[src/rtl/mem_pkg.sv]
// Shared encodings for the load/store unit: access sizes, FSM states and memory depth.
package mem_pkg;

    localparam int MEM_WORDS_DEF = 64;

    typedef enum logic [1:0] {
        SZ_BYTE    = 2'b00,
        SZ_HALF    = 2'b01,
        SZ_WORD    = 2'b10,
        SZ_ILLEGAL = 2'b11
    } size_t;

    typedef enum logic [2:0] {
        ST_IDLE     = 3'd0,
        ST_LEER     = 3'd1,
        ST_ESCRIBIR = 3'd2,
        ST_RESP     = 3'd3,
        ST_ERROR    = 3'd4
    } state_t;

    // Size encoding is illegal, or the low address bits break natural alignment.
    function automatic logic bad_size_align(input logic [1:0] size, input logic [1:0] low);
        case (size)
            SZ_BYTE: return 1'b0;
            SZ_HALF: return low[0];
            SZ_WORD: return low != 2'b00;
            default: return 1'b1;
        endcase
    endfunction

endpackage

[src/rtl/unidad_carga_almacen_if.sv]
// Pipeline request/response and data-memory signals of the load/store unit.
interface unidad_carga_almacen_if;
    logic        req_valid;
    logic        req_ready;
    logic        op_load;
    logic        op_store;
    logic [1:0]  size;
    logic        sign_ext;
    logic [31:0] addr;
    logic [31:0] wdata;
    logic        rsp_valid;
    logic        err;
    logic [31:0] rdata;
    logic [31:0] mem_addr;
    logic [31:0] mem_wdata;
    logic        mem_enw;
    logic        mem_enr;
    logic [31:0] mem_rdata;

    modport slave (
        input  req_valid, op_load, op_store, size, sign_ext, addr, wdata, mem_rdata,
        output req_ready, rsp_valid, err, rdata, mem_addr, mem_wdata, mem_enw, mem_enr
    );

    modport master (
        output req_valid, op_load, op_store, size, sign_ext, addr, wdata, mem_rdata,
        input  req_ready, rsp_valid, err, rdata, mem_addr, mem_wdata, mem_enw, mem_enr
    );
endinterface

[src/rtl/unidad_carga_almacen_alineador_bytes.sv]
// Little-endian lane extraction with sign/zero extension, and sub-word store merge.
module alineador_bytes
    import mem_pkg::*;
(
    input  logic [31:0] word,
    input  logic [1:0]  lane,
    input  logic [1:0]  size,
    input  logic        sign_ext,
    input  logic [31:0] wdata,
    output logic [31:0] load_data,
    output logic [31:0] merged
);
    logic [4:0]  byte_shift;
    logic [4:0]  half_shift;
    logic [7:0]  byte_val;
    logic [15:0] half_val;

    assign byte_shift = {lane, 3'b000};
    assign half_shift = {lane[1], 4'b0000};
    assign half_val   = lane[1] ? word[31:16] : word[15:0];

    always_comb begin
        case (lane)
            2'd0:    byte_val = word[7:0];
            2'd1:    byte_val = word[15:8];
            2'd2:    byte_val = word[23:16];
            default: byte_val = word[31:24];
        endcase
    end

    always_comb begin
        case (size)
            SZ_BYTE: load_data = {{24{sign_ext & byte_val[7]}}, byte_val};
            SZ_HALF: load_data = {{16{sign_ext & half_val[15]}}, half_val};
            default: load_data = word;
        endcase
    end

    // Only the addressed lane is replaced; the rest of the read word is kept.
    always_comb begin
        case (size)
            SZ_BYTE: merged = (word & ~(32'h0000_00FF << byte_shift)) |
                              ({24'h0, wdata[7:0]} << byte_shift);
            SZ_HALF: merged = (word & ~(32'h0000_FFFF << half_shift)) |
                              ({16'h0, wdata[15:0]} << half_shift);
            default: merged = wdata;
        endcase
    end
endmodule

[src/rtl/unidad_carga_almacen.sv]
// Load/store unit: one access at a time, byte/halfword/word, read-modify-write for sub-word stores.
module unidad_carga_almacen
    import mem_pkg::*;
#(
    parameter int MEM_WORDS = MEM_WORDS_DEF
) (
    input logic                    clk,
    input logic                    rst_n,
    unidad_carga_almacen_if.slave  bus
);
    state_t      state;
    logic [1:0]  cap_lane;
    logic [1:0]  cap_size;
    logic        cap_sign;
    logic        cap_store;
    logic [31:0] cap_wdata;
    logic [31:0] rdata_hold;
    logic [31:0] word_addr;
    logic [31:0] word_out;
    logic        acc_err;
    logic [31:0] load_data;
    logic [31:0] merged;

    always_comb begin
        acc_err = 1'b0;
        if (bus.op_load == bus.op_store)
            acc_err = 1'b1;
        if (bad_size_align(bus.size, bus.addr[1:0]))
            acc_err = 1'b1;
        if ({2'b00, bus.addr[31:2]} >= 32'(MEM_WORDS))
            acc_err = 1'b1;
    end

    alineador_bytes u_alineador (
        .word      (bus.mem_rdata),
        .lane      (cap_lane),
        .size      (cap_size),
        .sign_ext  (cap_sign),
        .wdata     (cap_wdata),
        .load_data (load_data),
        .merged    (merged)
    );

    always_ff @(posedge clk or negedge rst_n) begin
        if (!rst_n) begin
            state      <= ST_IDLE;
            cap_lane   <= '0;
            cap_size   <= '0;
            cap_sign   <= 1'b0;
            cap_store  <= 1'b0;
            cap_wdata  <= '0;
            rdata_hold <= '0;
            word_addr  <= '0;
            word_out   <= '0;
        end else begin
            case (state)
                ST_IDLE: begin
                    if (bus.req_valid) begin
                        cap_lane  <= bus.addr[1:0];
                        cap_size  <= bus.size;
                        cap_sign  <= bus.sign_ext;
                        cap_store <= bus.op_store;
                        cap_wdata <= bus.wdata;
                        if (acc_err) begin
                            state <= ST_ERROR;
                        end else begin
                            word_addr <= {2'b00, bus.addr[31:2]};
                            // Full-word stores skip the read; nothing needs merging.
                            if (bus.op_store && bus.size == SZ_WORD) begin
                                word_out <= bus.wdata;
                                state    <= ST_ESCRIBIR;
                            end else begin
                                state <= ST_LEER;
                            end
                        end
                    end
                end
                ST_LEER: begin
                    if (cap_store) begin
                        word_out <= merged;
                        state    <= ST_ESCRIBIR;
                    end else begin
                        rdata_hold <= load_data;
                        state      <= ST_RESP;
                    end
                end
                ST_ESCRIBIR: state <= ST_RESP;
                ST_RESP:     state <= ST_IDLE;
                ST_ERROR:    state <= ST_IDLE;
                default:     state <= ST_IDLE;
            endcase
        end
    end

    // Enables and response flags decode straight from the state, so reset kills them at once.
    assign bus.req_ready = (state == ST_IDLE);
    assign bus.mem_enr   = (state == ST_LEER);
    assign bus.mem_enw   = (state == ST_ESCRIBIR);
    assign bus.rsp_valid = (state == ST_RESP) || (state == ST_ERROR);
    assign bus.err       = (state == ST_ERROR);
    assign bus.rdata     = rdata_hold;
    assign bus.mem_addr  = word_addr;
    assign bus.mem_wdata = word_out;
endmodule

[src/flat_wrapper.sv]
// flat-port wrapper written by rule: the top's interface ports become plain ports
module unidad_carga_almacen_flat import mem_pkg::*;
#(
    parameter int MEM_WORDS = MEM_WORDS_DEF
)
  (clk, rst_n, bus_req_valid, bus_op_load, bus_op_store, bus_size, bus_sign_ext, bus_addr, bus_wdata, bus_mem_rdata, bus_req_ready, bus_rsp_valid, bus_err, bus_rdata, bus_mem_addr, bus_mem_wdata, bus_mem_enw, bus_mem_enr);
  unidad_carga_almacen_if bus_i ();
  input logic clk;
  input logic rst_n;
  input wire logic [$bits(bus_i.req_valid)-1:0] bus_req_valid;
  input wire logic [$bits(bus_i.op_load)-1:0] bus_op_load;
  input wire logic [$bits(bus_i.op_store)-1:0] bus_op_store;
  input wire logic [$bits(bus_i.size)-1:0] bus_size;
  input wire logic [$bits(bus_i.sign_ext)-1:0] bus_sign_ext;
  input wire logic [$bits(bus_i.addr)-1:0] bus_addr;
  input wire logic [$bits(bus_i.wdata)-1:0] bus_wdata;
  input wire logic [$bits(bus_i.mem_rdata)-1:0] bus_mem_rdata;
  output wire logic [$bits(bus_i.req_ready)-1:0] bus_req_ready;
  output wire logic [$bits(bus_i.rsp_valid)-1:0] bus_rsp_valid;
  output wire logic [$bits(bus_i.err)-1:0] bus_err;
  output wire logic [$bits(bus_i.rdata)-1:0] bus_rdata;
  output wire logic [$bits(bus_i.mem_addr)-1:0] bus_mem_addr;
  output wire logic [$bits(bus_i.mem_wdata)-1:0] bus_mem_wdata;
  output wire logic [$bits(bus_i.mem_enw)-1:0] bus_mem_enw;
  output wire logic [$bits(bus_i.mem_enr)-1:0] bus_mem_enr;
  assign bus_i.req_valid = bus_req_valid;
  assign bus_i.op_load = bus_op_load;
  assign bus_i.op_store = bus_op_store;
  assign bus_i.size = bus_size;
  assign bus_i.sign_ext = bus_sign_ext;
  assign bus_i.addr = bus_addr;
  assign bus_i.wdata = bus_wdata;
  assign bus_i.mem_rdata = bus_mem_rdata;
  assign bus_req_ready = bus_i.req_ready;
  assign bus_rsp_valid = bus_i.rsp_valid;
  assign bus_err = bus_i.err;
  assign bus_rdata = bus_i.rdata;
  assign bus_mem_addr = bus_i.mem_addr;
  assign bus_mem_wdata = bus_i.mem_wdata;
  assign bus_mem_enw = bus_i.mem_enw;
  assign bus_mem_enr = bus_i.mem_enr;
  unidad_carga_almacen #(.MEM_WORDS(MEM_WORDS)) u_core (.clk(clk), .rst_n(rst_n), .bus(bus_i));
endmodule
[config.mk]
export PLATFORM = sky130hd
export DESIGN_NAME = unidad_carga_almacen_flat
export DESIGN_NICKNAME = d
export VERILOG_FILES = /design/src/rtl/mem_pkg.sv /design/src/rtl/unidad_carga_almacen_if.sv /design/src/rtl/unidad_carga_almacen_alineador_bytes.sv /design/src/rtl/unidad_carga_almacen.sv /design/src/flat_wrapper.sv
export SDC_FILE = /design/constraint.sdc
export NUM_CORES = 1
export LEC_CHECK = 0
export CORE_MARGIN = 10
export CORE_UTILIZATION = 40
export DETAILED_ROUTE_END_ITERATION = 8
export PLACE_DENSITY = 0.7
export SLEW_MARGIN = 5
export SYNTH_ARGS = -nofsm -noshare
export SYNTH_HDL_FRONTEND = slang
export SYNTH_SLANG_ARGS = --single-unit
[constraint.sdc]
create_clock -name clk -period 4 [get_ports clk]
set_input_delay 0.4 -clock clk [delete_from_list [all_inputs] [get_ports clk]]
set_output_delay 0.4 -clock clk [all_outputs]
set_load 0.01 [all_outputs]
==> summary.md <==
| Metric | Value |
|---|---|
| Run status | finished, final reports clean |
| Crit Reg-Reg Startpoint | u_core.state[0] |
| Final RePlAce weighted congestion | 0.904 |
| Cell Area, Synth | 6820 sq um |
| Number of cells upsized or downsized after cts | 0 |
| Critical path start-end classification | register to primary output |
| Design internal power | 0.00444 W |
| Total Wirelength | 22700 um |
| Capturing element type of the critical path | primary output |
| Number of register bits inferred by synthesis | 135 |
| Total area of multi-input combinational cells | 3220 sq um |
| Initial antenna violation count | 2 |
| Crit-path cells | nor3b_4 > buf_4 > clkdlybuf4s50_1 |
| Remaining antenna violation count | 0 |
| Clock network fraction of design power | 22.1% |
| Biggest cell delay along the critical path | 0.68 ns |
| Skew final | 0.00897 ns |
| Clk slew on worst S/H paths | 0.06 ns |
| Switch Pwr | 0.00270 W |
| Per-cell routed wire length | 20.3 um |
| Share of synthesized flip-flops with an asynchronous set or reset | 100% |
| Count of yosys warnings during synthesis | 0 |
| Power per Cell Area | 743 nW/um^2 |
| FP Rows | 47 |
| Die ar. | 22700 sq um |
| Pleak | 4.19 nW |
| Vias in the first global route | 5969 |
| # clock sinks | 135 |
| Total cell area at the placement stage | 9020 sq um |
| Total negative setup slack | 0 ns |
| Hold_buf cts | 0 |
| Critical path's top delay family | buffers and inverters |
| Buffers from clock root to sink, at most | 2 |
| Worst path required time | 3.60 ns |
| Metal2 WL | 10700 um |
| Final Critical Period | 2.85 ns |
| Critical path startpoint category | register |
| Minimum setup slack among reg-to-reg paths | 1.34 ns |
| Worst vdd ir | 0.389 mV |
| Timing startpoint of the critical path | u_core.state[0] |
| Final Max Tran Viols | 0 |
| Die Height | 151 um |
| Count of max-cap constraint violations | 0 |
| CORE AREA | 16600 sq um |
| WL met3 | 2260 um |
| Starting Density | 41.0% |
| Sequential cell area fraction in the yosys report | 49.5% |
| Starting DRT DRC Count | 659 |
| Number of post-CTS setup repair buffers | 0 |
| CTS Buf Count | 17 |
| Uppermost layer routed | met5 |
| Input/output buffers | 202 |
| Num ports | 205 |
| Clock root buffer | sky130_fd_sc_hd__clkbuf_16 |
| Part of the total power dissipated in combinational logic | 45.1% |
| Final Hold Violating Endpoints | 0 |
| Remaining design rule violation count | 0 |
| Worst-case reg-to-reg path depth | 4 |
| Setup repair after global routing missed its margin | no |
| Gr ovfl total | 0 |
| Post-Synthesis Mean Instance Area | 9.76 sq um |
| Ys flop type | sky130_fd_sc_hd__dfrtp_1 |
| DR vias | 6016 |
| Relative contribution of sequential cells to total power | 32.8% |
| Critical Path AT | 2.45 ns |
| Synthesized instance count | 699 |
| Switching share of power | 37.8% |
| Non-Filler Cell Area, Final | 9610 sq um |
| Number of buffer and inverter instances along the worst setup path | 2 |
| Portion of the clock cycle consumed by the worst path in the final layout | 71.2% |
| Wl on met1 | 9260 um |
| Maximum number of pins on one net before global-route repair | 76 |
| Utilization after layout | 57.8% |
| Post-DP HPWL | 16700 um |
| Worst r2r dst | u_core.bus.rdata[16] |
| Critical Path Fanout Max | 67 |
| Power Total | 0.00715 W |
| Overall die width | 151 um |
| Overall routing resource usage | 19.9% |
| Total of fill cells in the finished design | 1492 |
| Least-Margin Pin Slew | 1.06 ns |
| Mean number of vias per cell | 5.39 |
| H-Tree Level Count | 4 |
| Relative area change from synthesis to final layout | 40.9% |
| Most common cell after layout, fill and taps aside | sky130_fd_sc_hd__clkdlybuf4s50_1 |
| Post-synth EDFFs | 0 |
| Unique cell type count in the Yosys netlist | 47 |
| Clock latency reported for the late side of the worst-skew pair | 0.43 ns |
| Proportion of layout cells with a drive suffix above 1 | 14.7% |
| # nets final | 986 |
| Total of endpoints with negative setup slack in the final report | 0 |
| Max frequency | 0.351 GHz |
| Class of the tightest hold or removal check | input port to async pin |
| Commonest cells after routing, fill and taps aside | 201 x sky130_fd_sc_hd__clkdlybuf4s50_1, 161 x sky130_fd_sc_hd__nand2_1, 135 x sky130_fd_sc_hd__dfrtp_1, 78 x sky130_fd_sc_hd__mux2_2, 53 x sky130_fd_sc_hd__nor2_1 |
| Register area | 3380 sq um |
| Cell with the biggest individual delay on the critical path | sky130_fd_sc_hd__clkdlybuf4s50_1 |
| Wire length of the first global-routing pass | 34700 um |
| Remaining max-slew budget at the tightest pin | 28.7% |
| TritonCTS clock tree | yes |
| Number of iterations in the first detailed-routing pass | 6 |
==> cell families (layout without fill, tap and decap cells) <==
kind of cell | count (synthesis) | count (layout) | share of synthesized area [%]
compound gates | 138 | 138 | 13.7
xor+xnor | 1 | 1 | 0.128
buf+inv | 58 | 253 | 3.52
flops | 135 | 135 | 49.5
mux | 95 | 95 | 15.6
other cells | 1 | 3 | 0.0550
simple gates | 271 | 271 | 17.5
==> through the flow <==
stage | hold slack [ns] | instances | worst slack (ns)
CTS | 0.0355 | 1115 | 1.14
detailed placement | 0.463 | 1083 | 1.26
finish | 0.00929 | 1116 | 1.15
floorplan | 0.104 | 700 | 2.02
global placement | 0.462 | 1083 | 1.32
global route | 0.0484 | 1116 | 1.04
==> worst max path at each step <==
stage                                   end  depth (start not counted)
floorplan           u_core.bus.mem_wdata[0]                          6
global placement     u_core.bus.mem_addr[3]                          5
detailed placement     u_core.bus.rdata[21]                          6
CTS                             bus_mem_enr                          3
global route                    bus_mem_enr                          3
finish                          bus_mem_enr                          3
==> flip-flops by register name (all words and copies together) (netlist names) <==
| name | flops |
|---|---|
| u_core.cap_lane | 2 |
| u_core.bus.mem_wdata | 32 |
| u_core.cap_store | 1 |
| u_core.bus.rdata | 32 |
| u_core.bus.mem_addr | 30 |
| u_core.cap_size | 2 |
| u_core.state | 3 |
| u_core.cap_sign | 1 |
| u_core.cap_wdata | 32 |
==> layout make-up <==
| type | instances | share of cell area (%) |
|---|---|---|
| Sequential cell | 135 | 35.1 |
| Multi-Input combinational cell | 507 | 33.5 |
| Timing Repair Buffer | 216 | 22.1 |
| Clock buffer | 17 | 4.42 |
| Tap cell | 220 | 2.86 |
| Clock inverter | 15 | 1.74 |
| Inverter | 5 | 0.195 |
| Antenna cell | 1 | 0.0260 |
==> per-layer routing <==
| metal | vias up | track usage (%) |
|---|---|---|
| li1 | 2830 | - |
| met1 | 2867 | 25.6 |
| met2 | 281 | 30.9 |
| met3 | 36 | 6.24 |
| met4 | 2 | 7.31 |
| met5 | - | 0 |
==> power by group through the flow <==
stage / clock [W] / sequential [W] / combinational, W
after floorplan: 0 / 0.00235 / 0.00182
after global placement: 0 / 0.00233 / 0.00319
after detailed placement: 0 / 0.00235 / 0.00322
after CTS: 0.00161 / 0.00233 / 0.00325
after global routing: 0.00167 / 0.00241 / 0.00354
final: 0.00158 / 0.00234 / 0.00323
==> cells in the mapped netlist (2+ instances only) <==
| cell type | instances | share of area, % |
|---|---|---|
| sky130_fd_sc_hd__nor3_1 | 2 | 0.15 |
| sky130_fd_sc_hd__a221oi_1 | 7 | 0.90 |
| sky130_fd_sc_hd__buf_4 | 2 | 0.22 |
| sky130_fd_sc_hd__a21oi_1 | 47 | 3.4 |
| sky130_fd_sc_hd__buf_2 | 12 | 0.88 |
| sky130_fd_sc_hd__nor3b_1 | 2 | 0.22 |
| sky130_fd_sc_hd__mux2i_1 | 14 | 2.1 |
| sky130_fd_sc_hd__a22o_1 | 8 | 1.0 |
| sky130_fd_sc_hd__a222oi_1 | 16 | 2.3 |
| sky130_fd_sc_hd__inv_1 | 4 | 0.22 |
| sky130_fd_sc_hd__clkbuf_1 | 36 | 2.0 |
| sky130_fd_sc_hd__nand2_1 | 161 | 8.9 |
| sky130_fd_sc_hd__nor2_1 | 54 | 3.0 |
| sky130_fd_sc_hd__nor2b_1 | 32 | 2.9 |
| sky130_fd_sc_hd__nor4_1 | 7 | 0.64 |
| sky130_fd_sc_hd__buf_1 | 3 | 0.17 |
| sky130_fd_sc_hd__o22ai_1 | 3 | 0.28 |
| sky130_fd_sc_hd__a31oi_1 | 7 | 0.64 |
| sky130_fd_sc_hd__a22oi_1 | 8 | 0.88 |
| sky130_fd_sc_hd__mux2_1 | 2 | 0.33 |
| sky130_fd_sc_hd__and3b_1 | 2 | 0.26 |
| sky130_fd_sc_hd__mux2_2 | 78 | 13 |
| sky130_fd_sc_hd__o221ai_1 | 6 | 0.77 |
| sky130_fd_sc_hd__nand2b_1 | 2 | 0.18 |
| sky130_fd_sc_hd__o22a_1 | 6 | 0.77 |
| sky130_fd_sc_hd__o21ai_0 | 22 | 1.6 |
| sky130_fd_sc_hd__and2_1 | 2 | 0.18 |
| sky130_fd_sc_hd__dfrtp_1 | 135 | 50 |
Note: power is estimated with default switching activity, not from simulation.
